$ cat src/rtl/upower_pkg.sv
// Shared uPower front-end definitions: fetch FSM encoding and datapath widths.
package upower_pkg;
  localparam int INSTR_W    = 32;
  localparam int DEF_ADDR_W = 32;

  typedef enum logic [1:0] {
    IDLE  = 2'd0,
    FETCH = 2'd1,
    DRAIN = 2'd2,
    DONE  = 2'd3
  } fetch_state_e;
endpackage

$ cat src/rtl/instruction_fetch_controller_if.sv
// Control, instruction-memory and decode-side signals of the fetch controller.
interface instruction_fetch_controller_if
  import upower_pkg::*;
#(
  parameter int ADDR_W = DEF_ADDR_W
);
  logic               start;
  logic               redirect_valid;
  logic [ADDR_W-1:0]  redirect_pc;
  logic               imem_rd_en;
  logic [ADDR_W-1:0]  imem_addr;
  logic [INSTR_W-1:0] imem_data;
  logic               inst_valid;
  logic               inst_ready;
  logic [INSTR_W-1:0] inst_data;
  logic [ADDR_W-1:0]  inst_pc;
  logic               busy;
  logic               done;

  modport master (
    input  start, redirect_valid, redirect_pc, imem_data, inst_ready,
    output imem_rd_en, imem_addr, inst_valid, inst_data, inst_pc, busy, done
  );

  modport slave (
    output start, redirect_valid, redirect_pc, imem_data, inst_ready,
    input  imem_rd_en, imem_addr, inst_valid, inst_data, inst_pc, busy, done
  );
endinterface

$ cat src/rtl/fetch_buffer.sv
// DEPTH-entry FIFO of {pc, instruction}; flush wins over push.
module fetch_buffer #(
  parameter int DEPTH  = 2,
  parameter int ADDR_W = 32,
  parameter int DATA_W = 32,
  localparam int PW    = $clog2(DEPTH),
  localparam int CW    = PW + 1
) (
  input  logic              clk,
  input  logic              reset_n,
  input  logic              push,
  input  logic              pop,
  input  logic              flush,
  input  logic [ADDR_W-1:0] push_pc,
  input  logic [DATA_W-1:0] push_data,
  output logic [ADDR_W-1:0] head_pc,
  output logic [DATA_W-1:0] head_data,
  output logic [CW-1:0]     count
);
  logic [DEPTH-1:0][ADDR_W-1:0] pc_q;
  logic [DEPTH-1:0][DATA_W-1:0] data_q;
  logic [PW-1:0]                rd_ptr, wr_ptr;

  assign head_pc   = pc_q[rd_ptr];
  assign head_data = data_q[rd_ptr];

  // Power-of-two depth lets the pointers wrap by plain overflow.
  always_ff @(posedge clk or negedge reset_n) begin
    if (!reset_n) begin
      pc_q   <= '0;
      data_q <= '0;
      rd_ptr <= '0;
      wr_ptr <= '0;
      count  <= '0;
    end else if (flush) begin
      rd_ptr <= '0;
      wr_ptr <= '0;
      count  <= '0;
    end else begin
      if (push) begin
        pc_q[wr_ptr]   <= push_pc;
        data_q[wr_ptr] <= push_data;
        wr_ptr         <= wr_ptr + PW'(1);
      end
      if (pop) rd_ptr <= rd_ptr + PW'(1);
      count <= count + CW'(push) - CW'(pop);
    end
  end
endmodule

$ cat src/rtl/instruction_fetch_controller.sv
// Program-counter sequencer for the uPower instruction ROM with a small
// decoupling buffer towards decode and branch-redirect flush.
module instruction_fetch_controller
  import upower_pkg::*;
#(
  parameter int ADDR_W    = DEF_ADDR_W,
  parameter int NUM_INSTR = 6,
  parameter int RESET_PC  = 0,
  parameter int DEPTH     = 2
) (
  input logic                           clk,
  input logic                           reset_n,
  instruction_fetch_controller_if.master bus
);
  localparam int CW = $clog2(DEPTH) + 1;
  localparam logic [ADDR_W-1:0] NUM_A   = ADDR_W'(NUM_INSTR);
  localparam logic [ADDR_W-1:0] RESET_A = ADDR_W'(RESET_PC);

  fetch_state_e      state;
  logic [ADDR_W-1:0] pc, out_pc, pc_nxt;
  logic              outstanding;
  logic [CW-1:0]     count;
  logic              redir, pop, push, issue;

  assign redir = bus.redirect_valid && (state == FETCH || state == DRAIN);
  assign pop   = bus.inst_valid && bus.inst_ready;
  // A response landing in a redirect cycle belongs to the squashed path.
  assign push  = outstanding && !redir;
  // Reserve a slot for the in-flight word; a same-cycle pop frees one.
  assign issue = (state == FETCH) && !redir && (pc < NUM_A) &&
                 ((int'(count) + int'(outstanding) - int'(pop)) < DEPTH);
  assign pc_nxt = issue ? pc + ADDR_W'(1) : pc;

  assign bus.imem_rd_en = issue;
  assign bus.imem_addr  = pc;
  assign bus.inst_valid = (count != '0);
  assign bus.busy       = (state == FETCH) || (state == DRAIN);
  assign bus.done       = (state == DONE);

  fetch_buffer #(.DEPTH(DEPTH), .ADDR_W(ADDR_W), .DATA_W(INSTR_W)) u_buf (
    .clk       (clk),
    .reset_n   (reset_n),
    .push      (push),
    .pop       (pop),
    .flush     (redir),
    .push_pc   (out_pc),
    .push_data (bus.imem_data),
    .head_pc   (bus.inst_pc),
    .head_data (bus.inst_data),
    .count     (count)
  );

  always_ff @(posedge clk or negedge reset_n) begin
    if (!reset_n) begin
      state       <= IDLE;
      pc          <= RESET_A;
      out_pc      <= '0;
      outstanding <= 1'b0;
    end else begin
      outstanding <= issue;
      if (issue) out_pc <= pc;
      pc <= pc_nxt;
      case (state)
        IDLE, DONE: if (bus.start) begin
          state <= FETCH;
          pc    <= RESET_A;
        end
        FETCH: if (redir) begin
          pc    <= bus.redirect_pc;
          state <= (bus.redirect_pc < NUM_A) ? FETCH : DRAIN;
        end else if (pc_nxt >= NUM_A) begin
          state <= DRAIN;
        end
        DRAIN: if (redir) begin
          pc    <= bus.redirect_pc;
          state <= (bus.redirect_pc < NUM_A) ? FETCH : DRAIN;
        end else if (count == '0 && !outstanding) begin
          state <= DONE;
        end
        default: state <= IDLE;
      endcase
    end
  end
endmodule
$ cat src/flat_wrapper.sv
// flat-port wrapper written by rule: the top's interface ports become plain ports
module instruction_fetch_controller_flat import upower_pkg::*;
#(
  parameter int ADDR_W    = DEF_ADDR_W,
  parameter int NUM_INSTR = 6,
  parameter int RESET_PC  = 0,
  parameter int DEPTH     = 2
)
  (clk, reset_n, bus_start, bus_redirect_valid, bus_redirect_pc, bus_imem_data, bus_inst_ready, bus_imem_rd_en, bus_imem_addr, bus_inst_valid, bus_inst_data, bus_inst_pc, bus_busy, bus_done);
  instruction_fetch_controller_if #(.ADDR_W(ADDR_W)) bus_i ();
  input logic clk;
  input logic reset_n;
  input wire logic [$bits(bus_i.start)-1:0] bus_start;
  input wire logic [$bits(bus_i.redirect_valid)-1:0] bus_redirect_valid;
  input wire logic [$bits(bus_i.redirect_pc)-1:0] bus_redirect_pc;
  input wire logic [$bits(bus_i.imem_data)-1:0] bus_imem_data;
  input wire logic [$bits(bus_i.inst_ready)-1:0] bus_inst_ready;
  output wire logic [$bits(bus_i.imem_rd_en)-1:0] bus_imem_rd_en;
  output wire logic [$bits(bus_i.imem_addr)-1:0] bus_imem_addr;
  output wire logic [$bits(bus_i.inst_valid)-1:0] bus_inst_valid;
  output wire logic [$bits(bus_i.inst_data)-1:0] bus_inst_data;
  output wire logic [$bits(bus_i.inst_pc)-1:0] bus_inst_pc;
  output wire logic [$bits(bus_i.busy)-1:0] bus_busy;
  output wire logic [$bits(bus_i.done)-1:0] bus_done;
  assign bus_i.start = bus_start;
  assign bus_i.redirect_valid = bus_redirect_valid;
  assign bus_i.redirect_pc = bus_redirect_pc;
  assign bus_i.imem_data = bus_imem_data;
  assign bus_i.inst_ready = bus_inst_ready;
  assign bus_imem_rd_en = bus_i.imem_rd_en;
  assign bus_imem_addr = bus_i.imem_addr;
  assign bus_inst_valid = bus_i.inst_valid;
  assign bus_inst_data = bus_i.inst_data;
  assign bus_inst_pc = bus_i.inst_pc;
  assign bus_busy = bus_i.busy;
  assign bus_done = bus_i.done;
  instruction_fetch_controller #(.ADDR_W(ADDR_W), .NUM_INSTR(NUM_INSTR), .RESET_PC(RESET_PC), .DEPTH(DEPTH)) u_core (.clk(clk), .reset_n(reset_n), .bus(bus_i));
endmodule
$ cat config.mk
export PLATFORM = sky130hd
export DESIGN_NAME = instruction_fetch_controller_flat
export DESIGN_NICKNAME = d
export VERILOG_FILES = /design/src/rtl/upower_pkg.sv /design/src/rtl/instruction_fetch_controller_if.sv /design/src/rtl/fetch_buffer.sv /design/src/rtl/instruction_fetch_controller.sv /design/src/flat_wrapper.sv
export SDC_FILE = /design/constraint.sdc
export NUM_CORES = 1
export LEC_CHECK = 0
export CORE_MARGIN = 10
export CORE_UTILIZATION = 50
export CTS_CLUSTER_SIZE = 30
export DETAILED_ROUTE_END_ITERATION = 6
export HOLD_SLACK_MARGIN = 0.06
export PLACE_DENSITY_LB_ADDON = 0.25
export SYNTH_ARGS = -nofsm -noshare
export SYNTH_HDL_FRONTEND = slang
export SYNTH_SLANG_ARGS = --single-unit
export TNS_END_PERCENT = 10
$ cat constraint.sdc
create_clock -name clk -period 2.78 [get_ports clk]
set_input_delay 0.417 -clock clk [delete_from_list [all_inputs] [get_ports clk]]
set_output_delay 0.417 -clock clk [all_outputs]
set_load 0.01 [all_outputs]
==> impl_results.md, run 1 <==
- Syn Area/Cell: 13.3 µm²
- Synth Cell Area: ~0.0086 mm²
- DP Wirelength: 14000 µm
- Storage cell area: 0.00498 mm²
- Hold slack: around 0.50 ns
- Critical path data arrival time: 2.28 ns
- Number of antenna violations at the first check in global routing: 0
- Synth Area in XOR/XNOR: 0.610%
- Die Ht: 151 µm
- Clock Tree Buf Depth: 2
- Reg-to-Reg Start: u_core.outstanding
- Max Transition Viols Final: 0
- Crit path from: u_core.outstanding
- Io pins: 169
- Post-layout util: about two thirds
- Multi-input logic area: between 0.003 and 0.004 mm²
- Std cell rows: 47
- Kind of critical path: flip-flop to output pin
- Crit. End Element: output pin
- Htree depth: 4
- Critical path buffers and inverters: 4
- First drt pass iteration count: 4
- Die area: 0.0229 mm²
- Yosys warns: 0
- GRT Util Overall: 18.2%
- Outcome: finished clean
- Most frequent CP cell: ha_4
- Largest net degree at the start of global routing: 85
- Clock slew seen by the registers of the worst setup and hold paths: 0.07 ns
- Commonest non-fill, non-tap cell in the layout: dfrtp_1
- Crit-path cells: ha_4, inv_4, ha_1, inv_1, ha_4, ha_4, inv_1, a22o_1, and3_4, buf_6
- Vias per inst: 5.37
- Vias in the first global route: 6354
- Max-capacitance violation count: 0
- ANT cells: 0
- Final net count: roughly 910
- Hold WC Path Type: flip-flop to flip-flop
- Main combinational cell family by area after synthesis: multiplexers
- Worst endpoint required time: around 2.4 ns
- Grt total ovfl: 0
- Worst-skew pair later-pin latency: 0.43 ns
- First-pass GRT wire length: 32800 µm
- Hold path start: u_core.u_buf.pc_q[55]
- Fillers: 1217
- Adder-cell share of the synthesized area: about 2.0%
- Fmax: 371 MHz
- Area grow syn2layout: 31.1%
- Initial Util: 51.4%
- Layout cell share with drive strength beyond 1: 31.4%
- Peak supply drop: 0.523 mV
- CTS Sinks: around 200
- Simple-gate portion of the synthesized area: about 8.0%
- Post-route ant nets: 0
- Final Hold Vio Count: 0
- Synth unique cells: 39
- Clock Root Buffer: clkbuf_16
- Worst Path Max Fanout: 3
- Most frequent cells in the layout: dfrtp_1 (198), mux2_2 (193), clkdlybuf4s50_1 (166)
- Post-synthesis mux area share: 26.2%
- CTS tree: built
- Slowest CP cell: dfrtp_1
- Relative slew slack: 64.2%
- Core ar.: 0.0168 mm²
- Initial drt markers: 261
- Vias: 5675
- Family with the most delay on the worst path: adder cells
- #FFs+latches synth: about 200
- Clock skew: ~0.011 ns
- Crit path launch type: flip-flop
- Tcrit/Tclk final: 97.1%
- Post-Syn Instances: between 600 and 700
- Seq/Total Area, Yosys: between 50 and 60%
- DRC viols: 0
- Final setup viols: 0
- Synth Net Count: 732
- Worst-Margin Slew: around 0.54 ns
- Leakage power: 5.42 nW
- Synth Area in Compound Gates: just over 3%
- Routability cong.: approximately 0.84
- Final min period: 2.70 ns
- Num CTS Buffers: 17
- Crit path largest cell delay: between 0.4 and 0.5 ns
- Port Buffer Count: approximately 170
- Final instance area: 0.0113 mm²
- Placed cell area: 0.0107 mm²
- Routed wire length: between 20000 and 25000 µm
- Pwr dens: 733 mW/mm²
- Average wire per standard cell: 19.0 µm
- Place WS: -0.131 ns
- Die W: around 150 µm
- Setup WS post-layout: 0.0817 ns
==> worst paths after layout <==
check | to | slack, ns | cells past startpoint
max in group asynchronous | u_core.u_buf.data_q[4] | 1.40 | 3
min in group asynchronous | u_core.u_buf.data_q[47] | 0.53 | 2
worst max register to register | u_core.bus.imem_addr[0] | 0.27 | 12
worst max-delay path | bus_imem_rd_en | 0.08 | 10
worst min register to register | u_core.u_buf.pc_q[55] | 0.50 | 1
worst min-delay path | u_core.u_buf.pc_q[55] | 0.50 | 1
==> layer usage <==
layer | GRT usage [%] | routed length (µm) | vias up
met5 | 0 | 0 | -
met4 | 4.67 | 289 | 0
met3 | 6.35 | 1430 | 25
met2 | 30.8 | 9820 | 158
met1 | 21.5 | 8490 | 2881
li1 | - | - | 2611
==> cells by family (layout without fill, tap and decap cells) <==
family	after synthesis	after routing
compound gates	45	45
fa+ha+maj	13	13
simple gates	139	139
mux	201	201
flops	199	199
buf+inv	47	234
xor+xnor	6	6
==> state kept, by name, indices dropped and copies added (netlist names) <==
register,flops
u_core.u_buf.pc_q,64
u_core.u_buf.wr_ptr,1
u_core.bus.imem_addr,32
u_core.state,2
u_core.out_pc,32
u_core.u_buf.data_q,64
u_core.outstanding,1
u_core.u_buf.rd_ptr,1
u_core.u_buf.count,2
==> synthesized netlist by cell type <==
library cell	n	area, µm²
buf_1	3	11.3
buf_4	2	15.0
buf_2	16	80.1
o211ai_1	1	7.51
nor2b_1	30	188
nor2_2	1	6.26
mux2i_1	8	80.1
or2_2	1	6.26
nor2_1	8	30.0
inv_1	11	41.3
nand3_1	5	25.0
o22ai_1	6	37.5
nand4_1	4	25.0
nor3_1	2	10.0
a21oi_1	24	120
or3_1	1	6.26
nor3_4	1	16.3
fa_1	1	20.0
xor2_1	2	17.5
a32oi_1	1	8.76
and2_1	2	12.5
and3_1	1	6.26
nor4b_2	1	15.0
xnor2_1	4	35.0
nor3b_1	1	7.51
o21ai_0	6	30.0
ha_1	12	150
nand2b_1	1	6.26
a31oi_1	2	12.5
o41ai_1	1	8.76
a21o_1	1	7.51
clkbuf_1	15	56.3
a22o_1	1	8.76
o32ai_2	1	16.3
dfrtp_1	199	4980
a211oi_1	1	7.51
nor4_1	12	75.1
mux2_2	193	2170
nand2_1	68	255
==> timing repair <==
item	CTS	global route
gates resized for setup	7	9
pin swaps	2	3
hold buffers	1	0
setup endpoints to repair	1	2
setup buffers	2	1
endpoints found under the hold margin	62	0
==> per-stage QoR <==
stage | power, mW | cells | TNS [ns]
floorplan | 4.76 | 650 | 0
global placement | 5.87 | 1021 | -0.0625
detailed placement | 5.96 | 1021 | -0.131
CTS | 8.33 | 1056 | 0
global route | 8.75 | 1057 | -0.00465
finish | 8.29 | 1057 | 0
==> power by group <==
part           switching, mW  internal (mW)  leakage [nW]
logic                   1.26           1.20          2.42
registers              0.278           3.20          2.74
clock network           1.17           1.18         0.263
==> layout make-up <==
class | count | area share (%)
Timing Repair Buffer | 191 | 17.1
Clock buffer | 17 | 3.77
Clock inverter | 15 | 1.23
Sequential cell | 199 | 44.1
Inverter | 11 | 0.388
Tap cell | 220 | 2.44
Multi-Input combinational cell | 404 | 31.0
(Power assumes the default switching activity.)
==> run 2: changes to the inputs <==
--- a/config.mk
+++ b/config.mk
@@ -5,8 +5,11 @@
 export SDC_FILE = /design/constraint.sdc
 export NUM_CORES = 1
 export LEC_CHECK = 0
+export CAP_MARGIN = 20
+export CELL_PAD_IN_SITES_DETAIL_PLACEMENT = 1
+export CELL_PAD_IN_SITES_GLOBAL_PLACEMENT = 2
 export CORE_MARGIN = 10
-export CORE_UTILIZATION = 50
+export CORE_UTILIZATION = 35
 export CTS_CLUSTER_SIZE = 30
 export DETAILED_ROUTE_END_ITERATION = 6
 export HOLD_SLACK_MARGIN = 0.06
==> impl_results.md, run 2 (synthesis results as in run 1) <==
- Io pins: 169 (unchanged)
- Worst R2R End: u_core.state[0] (was u_core.bus.imem_addr[0])
- Crit path largest cell delay: 0.42 ns (was 0.43 ns)
- Placed cell area: 0.0109 mm² (was 0.0107 mm²)
- Largest net degree at the start of global routing: 71 (was 85)
- Die area: 0.0313 mm² (was 0.0229 mm²)
- Vias per inst: 4.88 (was 5.37)
- Worst Setup EP: bus_imem_rd_en (unchanged)
- Reg2reg setup slack: 0.21 ns (was 0.27 ns)
- Slowest CP cell: dfrtp_1 (unchanged)
- Worst Path Max Fanout: 4 (was 3)
- Worst hold stages: 2 (was 1)
- P_int: 5.81 mW (was 5.59 mW)
- Top Registers: u_core.u_buf.data_q x64, u_core.u_buf.pc_q x64 (unchanged)
- Commonest non-fill, non-tap cell in the layout: dfrtp_1 (unchanged)
- Clock Root Buffer: clkbuf_16 (unchanged)
- Routability cong.: 0.764 (was 0.836)
- ANT cells: 0 (unchanged)
- Average wire per standard cell: 19.4 µm (was 19.0 µm)
- Worst-skew pair later-pin latency: 0.44 ns (was 0.43 ns)
- Hold WC Path Type: flip-flop to flip-flop (unchanged)
- Switching part of the total: 33.3% (was 32.6%)
- Num CTS Buffers: 17 (unchanged)
- Peak supply drop: 0.478 mV (was 0.523 mV)
- Fmax: 369 MHz (was 371 MHz)
- Routed wire length: 22700 µm (was 20000 µm)
- Final Hold Vio Count: 0 (unchanged)
- Clock slew seen by the registers of the worst setup and hold paths: 0.07 ns (about the same)
- Area grow syn2layout: 34.5% (was 31.1%)
- Vias: 5706 (was 5675)
- Final setup viols: 0 (unchanged)
- Die Ht: 177 µm (was 151 µm)
- Leakage power: 5.52 nW (was 5.42 nW)
- Crit. End Element: output pin (unchanged)
- Layout cell share with drive strength beyond 1: 32.1% (was 31.4%)
- Kind of critical path: flip-flop to output pin (unchanged)
- Final instance area: 0.0116 mm² (was 0.0113 mm²)
- Clock power share: 30.2% (was 28.4%)
- Critical path data arrival time: 2.29 ns (was 2.28 ns)
- Clock Tree Buf Depth: 2 (unchanged)
- First-pass GRT wire length: 36600 µm (was 32800 µm)
- Max-capacitance violation count: 0 (unchanged)
- Most frequent cells in the layout: dfrtp_1 (198), mux2_2 (193), clkdlybuf4s50_1 (166) (unchanged)
- Hold slack: 0.500 ns (was 0.501 ns)
- Pwr dens: 752 mW/mm² (was 733 mW/mm²)
- Crit-path cells: ha_2, inv_2, ha_4, inv_1, ha_2, ha_1, inv_1, a22o_1, and3_4, buf_6 (was ha_4, inv_4, ha_1, inv_1, ha_4, ha_4, inv_1, a22o_1, and3_4, buf_6)
- Worst-Margin Slew: 0.603 ns (was 0.537 ns)
- DP Wirelength: 16200 µm (was 14000 µm)
- CTS Sinks: 199 (unchanged)
- Max Transition Viols Final: 0 (unchanged)
- Outcome: finished clean (unchanged)
- Htree depth: 4 (unchanged)
- Sw Pwr: 2.90 mW (was 2.70 mW)
- Vias in the first global route: 6522 (was 6354)
- Initial drt markers: 224 (was 261)
- Worst R2R Path Depth: 13 (was 12)
- Total negative slack: 0 ns (unchanged)
- Std cell rows: 57 (was 47)
- Post-route ant nets: 0 (unchanged)
- Crit path launch type: flip-flop (unchanged)
- Tcrit/Tclk final: 97.4% (was 97.1%)
- GRT Util Overall: 14.7% (was 18.2%)
- Number of antenna violations at the first check in global routing: 0 (unchanged)
- Port Buffer Count: 168 (unchanged)
- Crit path from: u_core.u_buf.count[0] (was u_core.outstanding)
- CTS tree: built (unchanged)
- Grt total ovfl: 0 (unchanged)
- Die W: 177 µm (was 151 µm)
- First drt pass iteration count: 4 (unchanged)
- Sequential share of power: 40.4% (was 42.0%)
- Clock skew: 0.0161 ns (was 0.0107 ns)
- Reg-to-Reg Start: u_core.u_buf.count[0] (was u_core.outstanding)
- Relative slew slack: 59.8% (was 64.2%)
- Final net count: 914 (was 906)
- Comb pwr share: 29.4% (was 29.7%)
- Core ar.: 0.0242 mm² (was 0.0168 mm²)
- Worst endpoint required time: 2.36 ns (about the same)
- Initial Util: 35.5% (was 51.4%)
- Final min period: 2.71 ns (was 2.70 ns)
- Post-layout util: 47.8% (was 67.4%)
- DRC viols: 0 (unchanged)
-- run 2: changes by cell type in the layout (fill, tap and decap cells not counted), sizes merged --
cell      change
buf           +8
inv           +2
bufinv        +1
clkinvlp      -5
clkinv        +2
-- run 2: worst max-delay path: cells and delay by family, from the launching register on --
| kind | cells | cell delay [ns] |
|---|---|---|
| AO/OA/AOI/OAI | 1 | 0.19 |
| adder cells (fa/ha/maj) | 4 | 0.79 |
| buffers and inverters | 4 | 0.25 |
| flip-flops | 1 | 0.42 |
| AND/OR/NAND/NOR | 1 | 0.22 |
-- run 2: area by class of cell --
| cell class | instances | area (µm²) |
|---|---|---|
| fillers | 2505 | 12700 |
| flip-flops and latches | 199 | 4980 |
| multi-input cells | 404 | 3480 |
| repair buffers | 199 | 2050 |
| clock buffers | 17 | 425 |
| well taps | 324 | 405 |
| clock inverters | 15 | 215 |
| inverters | 11 | 41.3 |
-- run 2: repair_timing --
item,in CTS,in global routing
setup buffers,2,1
pin swaps,2,3
hold buffers,1,0
hold endpoints to repair,66,0
gates resized for setup,8,4
setup endpoints to repair,1,1
cloned,0,0
-- run 2: stage by stage --
stage,power (mW),instances,worst slack (ns)
after floorplan,4.76,650,0.379
after global placement,6.06,1133,-0.223
after detailed placement,6.15,1133,-0.287
after CTS,8.83,1168,0.0229
after global routing,9.25,1169,-0.0106
final,8.71,1169,0.0721
-- run 2: power by group through the flow --
stage	Clock, mW	Sequential [mW]	Combinational, mW
after floorplan	0	3.57	1.19
after global placement	0	3.56	2.50
after detailed placement	0	3.58	2.58
after CTS	2.70	3.53	2.61
after global routing	2.84	3.58	2.84
final	2.63	3.52	2.56
-- run 2: how the worst min path moves through the flow --
stage / start / endpoint / slack, ns
detailed placement: reset_n / u_core.u_buf.data_q[26] / 0.47
global route: u_core.u_buf.data_q[22] / u_core.u_buf.data_q[22] / 0.52
finish: u_core.out_pc[1] / u_core.out_pc[1] / 0.50
global placement: reset_n / u_core.u_buf.data_q[26] / 0.45
CTS: u_core.out_pc[1] / u_core.out_pc[1] / 0.51
floorplan: reset_n / u_core.bus.imem_addr[0] / 0.12
-- run 2: routing by layer --
metal  share of wire (%)  GRT usage, %  wire length, µm  vias to the layer above
met3                 5.5          4.84             1250                       11
met5                   0             0                0                        -
met1                  46          18.7            10400                     2940
li1                    -             -                -                     2634
met2                  48          24.0            10900                      121
met4                0.66          2.77              149                        0
==> RTL edit: new RTL, config.mk and constraints of run 1 <==
Encoding of `fetch_state_e`: now one-hot (4 bits for 4 states).
--- a/src/rtl/upower_pkg.sv
+++ b/src/rtl/upower_pkg.sv
@@ -4,9 +4,9 @@
   localparam int DEF_ADDR_W = 32;
 
-  typedef enum logic [1:0] {
-    IDLE  = 2'd0,
-    FETCH = 2'd1,
-    DRAIN = 2'd2,
-    DONE  = 2'd3
+  typedef enum logic [3:0] {
+    IDLE  = 4'b0001,
+    FETCH = 4'b0010,
+    DRAIN = 4'b0100,
+    DONE  = 4'b1000
   } fetch_state_e;
 endpackage
Formal check against the unedited RTL: same outputs for any inputs over 4 cycles, from zero or initial values and one cycle with reset_n low; so few cycles prove little.
==> RTL edit against run 1 <==
  * The flow now finishes with violations (negative setup slack)
  * Power rose by 23%
  * Sequential cell count rose by 2
  * Area after synthesis is 1.0% lower
  * First-iteration DRC count increased by 4.6%
  * Worst setup slack got worse by 0.24 ns
  * Hold slack worse by 0.012 ns
  * Wire length decreased by 1.0%
  * Final area grew 0.86%
  * Critical path type unchanged
  * Register-to-register slack lost 0.16 ns
  * Fmax decreased by 8.2%
==> RTL edit: results (changes against run 1) <==
| Metric | Value |
|---|---|
| Outcome | `finished, violations left (was finished clean)` |
| Failing checks | `negative setup slack` |
| Slew margin rel. | `0.574 (was 0.642)` |
| DR WL met2 | `9.92 mm (was 9.82 mm)` |
| Yosys cell types | `48 (was 39)` |
| Nets | `847 (was 906)` |
| Storage cell area | `5030 um^2 (was 4980 um^2)` |
| Fillers | `1152 (was 1217)` |
| ClkCell Share | `0.0601 (was 0.0499)` |
| Num CTS Buffers | `22 (was 17)` |
| Setup crit start | `u_core.u_buf.count[0]$_DFF_PN0_ (was u_core.outstanding$_DFF_PN0_)` |
| Worst min-delay path startpoint | `u_core.u_buf.data_q[12]$_DFFE_PN0P_ (was u_core.u_buf.pc_q[55]$_DFFE_PN0P_)` |
| Final RePlAce weighted congestion | `0.797 (was 0.836)` |
| Multi-input gate count | `338 (was 404)` |
| Maximum VDD drop | `699 uV (was 523 uV)` |
| Synth Area in Adders | `0.0155 (was 0.0198)` |
| Wire length on met1 | `7.86 mm (was 8.49 mm)` |
| Reg-to-reg critical path endpoint | `u_core.bus.imem_addr[1]$_DFF_PN0_ (was u_core.bus.imem_addr[0]$_DFF_PN0_)` |
| Worst setup slack after layout | `-0.161 ns (was 0.0817 ns)` |
| Worst hold slack | `0.489 ns (was 0.501 ns)` |
| Largest net degree at the start of global routing | `83 (was 85)` |
| Final Setup Violations | `1 (was 0)` |
| Synth top area cells | `dfrtp_1 (59%), mux2_2 (25%), a22o_1 (3.1%), and2_1 (2.3%), ha_1 (1.3%) (was dfrtp_1 (58%), mux2_2 (25%), nand2_1 (3.0%), nor2b_1 (2.2%), ha_1 (1.7%))` |
| Most frequent cells after synthesis | `dfrtp_1 (200), mux2_2 (190), and2_1 (32) (was dfrtp_1 (199), mux2_2 (193), nand2_1 (68))` |
| Routing usage on met2 | `0.308 (about the same)` |
| Die ar. | `22700 um^2 (was 22900 um^2)` |
| DP Area | `10600 um^2 (was 10700 um^2)` |
| GR Layer Usage met1 | `0.198 (was 0.215)` |
| Overall Global Routing Usage | `0.175 (was 0.182)` |
| Post-DR wirelength/cell | `19.8 um (was 19.0 um)` |
| Static leakage | `0.00548 uW (was 0.00542 uW)` |
## RTL edit: where the power goes
part           switching (uW)  internal (uW)
combinational            1470           1930
clock                    1100           1670
sequential                481           3570
## RTL edit: what timing repair did
action | 4_1_cts | 5_1_grt
gates resized for setup | 24 | 7
endpoints found under the setup margin | 7 | 7
buffers inserted | 3 | 1
hold buffers | 1 | 0
endpoints found under the hold margin | 77 | 0
pin swaps | 4 | 3
## RTL edit: metrics by stage
step                      setup slack (ns)  cells
after floorplan                      0.285    581
after global placement              -0.318    959
after detailed placement            -0.463    959
after CTS                           -0.109   1001
after global routing                -0.243   1002
final                               -0.161   1002
## RTL edit: worst max-delay path, stage by stage, from the launching register on
cell and delay [ns]:
dfrtp_1 0.43, ha_4 0.18, inv_4 0.04, ha_4 0.27, inv_4 0.03, ha_4 0.15
ha_4 0.14, nand2b_4 0.14, o311ai_4 0.11, and4_4 0.29, nand2_4 0.07, inv_4 0.08
buf_6 0.09
